$ cat src/rtl/mult_arb_pkg.sv
// -----------------------------------------------------------------------------
// mult_arb_pkg
// Shared types and helpers for the multiplier-sharing arbiter.
//   owner_w()  : width of a requester index for a given requester count
//   tag_t      : {valid, owner} record that rides alongside the multiplier
//   pipe_lat() : handshake-to-result-visible latency in cycles (LEVEL+3)
// No ports (package).
// -----------------------------------------------------------------------------
package mult_arb_pkg;

  // Requester count is limited to 8, so an owner index never needs more
  // than 3 bits; the tag struct carries the widest case.
  localparam int OWNER_W_MAX = 3;

  function automatic int owner_w(input int n);
    return (n <= 2) ? 1 : $clog2(n);
  endfunction

  typedef struct packed {
    logic                   valid;
    logic [OWNER_W_MAX-1:0] owner;
  } tag_t;

  function automatic int pipe_lat(input int level);
    return level + 3;
  endfunction

endpackage

$ cat src/rtl/multiplier.sv
// -----------------------------------------------------------------------------
// multiplier
// Unsigned pipelined multiplier: one input register stage followed by LEVEL
// output stages, so o_pdt reflects i_a/i_b presented LEVEL+1 cycles earlier.
// No reset: contents are qualified externally by the owner tag pipe.
// Ports:
//   i_clk  clock
//   i_a    operand A (WIDTH)
//   i_b    operand B (WIDTH)
//   o_pdt  full-width product (2*WIDTH)
// -----------------------------------------------------------------------------
module multiplier #(
  parameter int WIDTH = 40,
  parameter int LEVEL = 6
) (
  input  logic               i_clk,
  input  logic [WIDTH-1:0]   i_a,
  input  logic [WIDTH-1:0]   i_b,
  output logic [2*WIDTH-1:0] o_pdt
);

  logic [WIDTH-1:0]   r_a_p0;
  logic [WIDTH-1:0]   r_b_p0;
  logic [2*WIDTH-1:0] r_pdt_p [LEVEL];

  always_ff @(posedge i_clk) begin
    // stage p0: operand capture
    r_a_p0 <= i_a;
    r_b_p0 <= i_b;
    // stage p1: full-width unsigned product
    r_pdt_p[0] <= {{WIDTH{1'b0}}, r_a_p0} * {{WIDTH{1'b0}}, r_b_p0};
    // stages p2..: retiming/output stages
    for (int s = 1; s < LEVEL; s++) begin
      r_pdt_p[s] <= r_pdt_p[s-1];
    end
  end

  assign o_pdt = r_pdt_p[LEVEL-1];

endmodule

$ cat src/rtl/rr_grant.sv
// -----------------------------------------------------------------------------
// rr_grant
// Combinational round-robin picker. Search starts one past i_last and wraps
// modulo NUM_REQ; the first eligible requester found is granted.
// Ports:
//   i_elig   eligible vector (NUM_REQ)
//   i_last   index of the most recent grant (IDX_W)
//   o_grant  one-hot grant, or zero when nothing is eligible
// -----------------------------------------------------------------------------
module rr_grant #(
  parameter int NUM_REQ = 4,
  parameter int IDX_W   = 2
) (
  input  logic [NUM_REQ-1:0] i_elig,
  input  logic [IDX_W-1:0]   i_last,
  output logic [NUM_REQ-1:0] o_grant
);

  int   w_last;
  logic w_found;

  always_comb begin
    o_grant = '0;
    w_found = 1'b0;
    w_last  = int'(i_last);
    for (int off = 1; off <= NUM_REQ; off++) begin
      for (int j = 0; j < NUM_REQ; j++) begin
        if (!w_found && i_elig[j] && (((w_last + off) % NUM_REQ) == j)) begin
          o_grant[j] = 1'b1;
          w_found    = 1'b1;
        end
      end
    end
  end

endmodule

$ cat src/rtl/mult_share_arbiter.sv
// -----------------------------------------------------------------------------
// mult_share_arbiter
// Time-shares one pipelined multiplier among NUM_REQ requesters. Each
// requester has a valid/ready operand port and a valid/ready result port and
// may have at most one operation outstanding (in flight or parked in its
// result register), so result storage can never overflow.
// Optional feature macro: MULT_ARB_STATS_EN adds issue/conflict counters.
// Ports:
//   clk_in            clock, rising edge
//   rst_n_in          asynchronous active-low reset
//   req_valid_in      operand valid per requester
//   req_ready_out     one-hot grant (operand ready)
//   req_a_in/req_b_in packed operands, requester i at [i*WIDTH +: WIDTH]
//   res_valid_out     result held per requester
//   res_ready_in      result consumed per requester
//   res_pdt_out       packed products, requester i at [i*2*WIDTH +: 2*WIDTH]
//   issue_cnt_out     operand handshakes (MULT_ARB_STATS_EN only)
//   conflict_cnt_out  cycles with >=2 eligible requesters (MULT_ARB_STATS_EN only)
// -----------------------------------------------------------------------------
module mult_share_arbiter
  import mult_arb_pkg::*;
#(
  parameter int WIDTH   = 40,
  parameter int LEVEL   = 6,
  parameter int NUM_REQ = 4
) (
  input  logic                       clk_in,
  input  logic                       rst_n_in,
  input  logic [NUM_REQ-1:0]         req_valid_in,
  output logic [NUM_REQ-1:0]         req_ready_out,
  input  logic [NUM_REQ*WIDTH-1:0]   req_a_in,
  input  logic [NUM_REQ*WIDTH-1:0]   req_b_in,
  output logic [NUM_REQ-1:0]         res_valid_out,
  input  logic [NUM_REQ-1:0]         res_ready_in,
  output logic [NUM_REQ*2*WIDTH-1:0] res_pdt_out
`ifdef MULT_ARB_STATS_EN
  ,
  output logic [31:0]                issue_cnt_out,
  output logic [31:0]                conflict_cnt_out
`endif
);

  localparam int OW = owner_w(NUM_REQ);

  logic [NUM_REQ-1:0]     r_busy;
  logic [NUM_REQ-1:0]     r_res_vld;
  logic [OW-1:0]          r_last;
  tag_t                   r_tag [LEVEL+2];
  logic [2*WIDTH-1:0]     r_pdt [NUM_REQ];
  logic [WIDTH-1:0]       r_a_iss;
  logic [WIDTH-1:0]       r_b_iss;

  logic [NUM_REQ-1:0]     w_elig;
  logic [NUM_REQ-1:0]     w_grant;
  logic                   w_hs_any;
  logic [OWNER_W_MAX-1:0] w_sel_idx;
  logic [WIDTH-1:0]       w_a_sel;
  logic [WIDTH-1:0]       w_b_sel;
  logic [2*WIDTH-1:0]     w_mult_pdt;
  tag_t                   w_tag_out;
  logic [NUM_REQ-1:0]     w_wr;
  logic [NUM_REQ-1:0]     w_acc;

  // Gating with rst_n_in keeps the grant low while reset is held, even if
  // requesters are already presenting valid operands.
  assign w_elig = req_valid_in & ~r_busy & ~r_res_vld & {NUM_REQ{rst_n_in}};

  rr_grant #(
    .NUM_REQ (NUM_REQ),
    .IDX_W   (OW)
  ) u_rr_grant (
    .i_elig  (w_elig),
    .i_last  (r_last),
    .o_grant (w_grant)
  );

  // Grant is a subset of eligibility, which already includes valid, so any
  // grant bit is a completed handshake.
  assign req_ready_out = w_grant;
  assign w_hs_any      = |w_grant;

  always_comb begin
    w_sel_idx = '0;
    w_a_sel   = '0;
    w_b_sel   = '0;
    for (int i = 0; i < NUM_REQ; i++) begin
      if (w_grant[i]) begin
        w_sel_idx = OWNER_W_MAX'(i);
      end
      w_a_sel = w_a_sel | ({WIDTH{w_grant[i]}} & req_a_in[i*WIDTH +: WIDTH]);
      w_b_sel = w_b_sel | ({WIDTH{w_grant[i]}} & req_b_in[i*WIDTH +: WIDTH]);
    end
  end

  assign w_tag_out = r_tag[LEVEL+1];

  always_comb begin
    w_wr  = '0;
    w_acc = r_res_vld & res_ready_in;
    for (int i = 0; i < NUM_REQ; i++) begin
      w_wr[i] = w_tag_out.valid && (w_tag_out.owner == OWNER_W_MAX'(i));
    end
  end

  // Issue operand registers: data only, qualified by r_tag[0].valid.
  always_ff @(posedge clk_in) begin
    if (w_hs_any) begin
      r_a_iss <= w_a_sel;
      r_b_iss <= w_b_sel;
    end
  end

  multiplier #(
    .WIDTH (WIDTH),
    .LEVEL (LEVEL)
  ) u_multiplier (
    .i_clk (clk_in),
    .i_a   (r_a_iss),
    .i_b   (r_b_iss),
    .o_pdt (w_mult_pdt)
  );

  always_ff @(posedge clk_in or negedge rst_n_in) begin
    if (!rst_n_in) begin
      r_busy    <= '0;
      r_res_vld <= '0;
      r_last    <= OW'(NUM_REQ - 1);
      for (int s = 0; s < LEVEL + 2; s++) begin
        r_tag[s] <= '0;
      end
      for (int i = 0; i < NUM_REQ; i++) begin
        r_pdt[i] <= '0;
      end
    end else begin
      // tag stage 0 sits beside the issue registers; stage LEVEL+1 lines up
      // with the multiplier output
      r_tag[0].valid <= w_hs_any;
      r_tag[0].owner <= w_sel_idx;
      for (int s = 1; s < LEVEL + 2; s++) begin
        r_tag[s] <= r_tag[s-1];
      end
      if (w_hs_any) begin
        r_last <= w_sel_idx[OW-1:0];
      end
      // A requester with an op in flight is never granted and never has a
      // pending result, so set/clear below never target the same bit.
      r_busy    <= (r_busy | w_grant) & ~w_wr;
      r_res_vld <= (r_res_vld & ~w_acc) | w_wr;
      for (int i = 0; i < NUM_REQ; i++) begin
        if (w_wr[i]) begin
          r_pdt[i] <= w_mult_pdt;
        end
      end
    end
  end

  assign res_valid_out = r_res_vld;

  always_comb begin
    res_pdt_out = '0;
    for (int i = 0; i < NUM_REQ; i++) begin
      res_pdt_out[i*2*WIDTH +: 2*WIDTH] = r_pdt[i];
    end
  end

`ifdef MULT_ARB_STATS_EN
  logic [31:0] r_issue_cnt;
  logic [31:0] r_conflict_cnt;

  always_ff @(posedge clk_in or negedge rst_n_in) begin
    if (!rst_n_in) begin
      r_issue_cnt    <= '0;
      r_conflict_cnt <= '0;
    end else begin
      if (w_hs_any) begin
        r_issue_cnt <= r_issue_cnt + 32'd1;
      end
      if ($countones(w_elig) >= 2) begin
        r_conflict_cnt <= r_conflict_cnt + 32'd1;
      end
    end
  end

  assign issue_cnt_out    = r_issue_cnt;
  assign conflict_cnt_out = r_conflict_cnt;
`endif

endmodule

$ cat config.mk
export PLATFORM = sky130hd
export DESIGN_NAME = mult_share_arbiter
export DESIGN_NICKNAME = d
export VERILOG_FILES = /design/src/rtl/mult_arb_pkg.sv /design/src/rtl/multiplier.sv /design/src/rtl/rr_grant.sv /design/src/rtl/mult_share_arbiter.sv
export SDC_FILE = /design/constraint.sdc
export NUM_CORES = 2
export LEC_CHECK = 0
export ABC_AREA = 1
export ABC_CLOCK_PERIOD_IN_PS = 13120
export CAP_MARGIN = 10
export CELL_PAD_IN_SITES_DETAIL_PLACEMENT = 0
export CELL_PAD_IN_SITES_GLOBAL_PLACEMENT = 2
export CORE_MARGIN = 5
export CORE_UTILIZATION = 30
export DETAILED_ROUTE_END_ITERATION = 8
export PLACE_DENSITY = 0.7
export REMOVE_ABC_BUFFERS = 1
export SLEW_MARGIN = 20
export SYNTH_ARGS = -nofsm -noshare
export SYNTH_HDL_FRONTEND = slang
export SYNTH_SLANG_ARGS = --single-unit
$ cat constraint.sdc
create_clock -name clk_in -period 13.12 [get_ports clk_in]
set_input_delay 3.936 -clock clk_in [delete_from_list [all_inputs] [get_ports clk_in]]
set_output_delay 3.936 -clock clk_in [all_outputs]
set_load 0.02 [all_outputs]
==> impl_metrics.env <==
export IMPL_r2r_start="u_multiplier.r_a_p0[28]"
export IMPL_die_area_um2=274400
export IMPL_required_ps=9180
export IMPL_grt_pass1_wl_um=386200
export IMPL_slew_headroom=0.3292
export IMPL_gp_congestion=0.8609
export IMPL_overflow=0
export IMPL_crit_type="input pin to output pin"
export IMPL_reg2regPathDepth=25
export IMPL_met3_usage=0.02626
export IMPL_layout_drive_gt1_share=0.03532
export IMPL_critPathLaunchType="input pin"
export IMPL_dpl_instance_area_um2=89340
export IMPL_syn_inst=8628
export IMPL_synth_edf_count=80
export IMPL_crit_path_end_kind="output pin"
export IMPL_nNetsFinal=11172
export IMPL_min_delay_start="u_multiplier.r_pdt_p[1][12]"
export IMPL_r2r_end="u_multiplier.r_pdt_p[0][53]"
export IMPL_place_hpwl_um=188700
export IMPL_syn2layout_area_growth_pct=17.71
export IMPL_ys_ff_latch=994
export IMPL_port_buffers=657
export IMPL_grt_antenna_before_repair=7
export IMPL_ys_warn_count=0
export IMPL_fin_setup_tns_ps=0
export IMPL_vias=56799
export IMPL_wire_per_inst_um=19.70
export IMPL_wl_um=250000
export IMPL_pin_count=658
export IMPL_met1_usage=0.2592
export IMPL_first_pass_iters=5
export IMPL_ys_types=43
export IMPL_clock_skew_ps=41.17
export IMPL_avgSynthCellArea_um2=9.181
export IMPL_drv_slew=0
export IMPL_hold_path_class="flip-flop to flip-flop"
export IMPL_cts_buffer_depth=3
export IMPL_drv_cap=0
export IMPL_clkSinkCount=994
export IMPL_grt_pass1_vias=62523
export IMPL_drc=0
export IMPL_synth_area_um2=79210
export IMPL_holdPathEnd="u_multiplier.r_pdt_p[2][12]"
export IMPL_post_cts_buffers=0
export IMPL_num_rows=188
export IMPL_clk_pin_slew_worst_paths_ps=60
export IMPL_clk_latency_ps=740
export IMPL_hold_viol=0
export IMPL_dp_cells=12478
export IMPL_die_h_um=523.9
export IMPL_setup_viol=0
export IMPL_final_area_um2=93240
export IMPL_synth_flop_cell="dfxtp_1"
export IMPL_worstPathArrival_ps=6870
export IMPL_cts_root_buffer="clkbuf_16"
export IMPL_ant_nets=0
export IMPL_die_w_um=523.9
export IMPL_async_flop_share=0.3561
export IMPL_htreeDepth=3
export IMPL_start_util=0.3017
export IMPL_cts_buffers_inserted=109
export IMPL_holdWs_ps=297.8
export IMPL_coreArea_um2=262500
export IMPL_hold_buffers=0
export IMPL_max_freq_ghz=0.09257
export IMPL_hold_depth=0
export IMPL_period_share=0.8234
export IMPL_drt_iter0_markers=3126
export IMPL_busiest_layer="met2"
export IMPL_ys_seq_area_frac=0.2837
export IMPL_rrSetupSlack_ps=4790
export IMPL_vias_per_cell=4.476
export IMPL_cp_max_fo=3
export IMPL_fin_cells=12689
export IMPL_grt_max_degree=91
export IMPL_period_minus_slack_ps=10800
export IMPL_tritoncts="done"
export IMPL_grt_util_met2=0.2988
export IMPL_gr_usage_all_layers=0.1835
export IMPL_tightest_slew_ps=1006
export IMPL_rsz0062_at_grt="false"
export IMPL_status="completed"
export IMPL_cts_resized=0
[worst max path at each step]
stage | startpoint | end | slack (ps) | cells after the start
final | req_valid_in[3] | req_ready_out[0] | 2320 | 11
after floorplan | req_valid_in[0] | req_ready_out[1] | 2950 | 11
after CTS | req_valid_in[3] | req_ready_out[0] | 2120 | 11
after global placement | req_valid_in[3] | req_ready_out[0] | 2060 | 11
after global routing | req_valid_in[2] | req_ready_out[0] | 2100 | 11
after detailed placement | req_valid_in[3] | req_ready_out[0] | 2130 | 11
[synthesized netlist by cell type, types with 4 or more instances]
| cell type | count | area share |
|---|---|---|
| xor2_1 | 47 | 0.0052 |
| a21boi_0 | 8 | 0.00076 |
| a221oi_1 | 4 | 0.00044 |
| o21ai_0 | 400 | 0.025 |
| ha_1 | 324 | 0.051 |
| clkbuf_1 | 390 | 0.018 |
| buf_4 | 20 | 0.0019 |
| a21o_1 | 14 | 0.0013 |
| nor3_1 | 15 | 0.00095 |
| nand4_1 | 68 | 0.0054 |
| xnor2_1 | 21 | 0.0023 |
| a31oi_1 | 7 | 0.00055 |
| nand2_1 | 2413 | 0.11 |
| o21bai_1 | 14 | 0.0013 |
| nor4_1 | 4 | 0.00032 |
| nand3_1 | 78 | 0.0049 |
| a21oi_1 | 114 | 0.0072 |
| a22oi_1 | 30 | 0.0028 |
| edfxtp_1 | 80 | 0.030 |
| inv_1 | 1997 | 0.095 |
| buf_2 | 12 | 0.00076 |
| nor2_2 | 4 | 0.00032 |
| dfxtp_1 | 560 | 0.14 |
| dfrtp_1 | 352 | 0.11 |
| fa_1 | 1443 | 0.36 |
| nor2_1 | 179 | 0.0085 |
[layout make-up]
type	count	area, µm²
Antenna cell	2	5.005
Fill cell	26988	169300
Clock inverter	60	686.9
Tap cell	3515	4398
Multi-Input combinational cell	5210	47600
Timing Repair Buffer	760	7375
Clock buffer	148	3176
Inverter	2000	7510
Sequential cell	994	22480
[state kept, by name, summed over array words and instances, names as in the netlist]
signal / count
u_multiplier.r_pdt_p: 480
res_pdt_out: 320
r_a_iss: 40
r_b_iss: 40
u_multiplier.r_a_p0: 40
u_multiplier.r_b_p0: 40
r_tag: 24
r_busy: 4
res_valid_out: 4
r_last: 2
[cell usage in the layout, fill, tap and decap left out, drive strengths merged, types with 7 or more instances in the layout]
cell,instances
nor2,185
a22oi,30
nor3,15
inv,2014
nand2,2416
xnor2,21
buf,104
a21oi,114
a31oi,7
a21boi,8
o21ai,403
bufinv,9
dfxtp,560
xor2,47
dfrtp,352
fa,1443
clkinv,31
clkbuf,148
o21bai,14
nand3,79
a21o,14
clkdlybuf4s50,656
nand4,68
ha,324
edfxtp,80
[routing by layer]
layer  share of wire  vias up
met1            0.46    29087
met2            0.46     1596
met4           0.020        0
met5               0        -
li1                -    25864
met3           0.060      252
[metrics by stage]
step,util,setup slack [ps]
2_1_floorplan,-,2948
3_3_place_gp,0.3403,2063
3_5_place_dp,0.3403,2134
4_1_cts,0.3550,2119
5_1_grt,0.3552,2103
6_report,0.3552,2317
[critical path, cell delays in order]
cell and delay, ps:
clkdlybuf4s50_1 480, nand2_1 70, inv_1 120, nand3_1 140, nand2_2 160, nor2_4 50
nand4_1 120, o311ai_0 170, nor2_1 770, inv_4 40, clkdlybuf4s50_1 780
[cells by family after synthesis]
family,after synthesis,synth area share
and+or+nand+nor,2769,0.1355
buffers and inverters,2424,0.1162
adders and majority gates,1767,0.4159
DFF,994,0.2837
AOI/OAI and AO/OA,606,0.04119
xor gates and xnor gates,68,0.007519
Power is left out: the tool's default activity adds up to more than one toggle a clock period on the data nets, which glitch-free logic cannot reach.
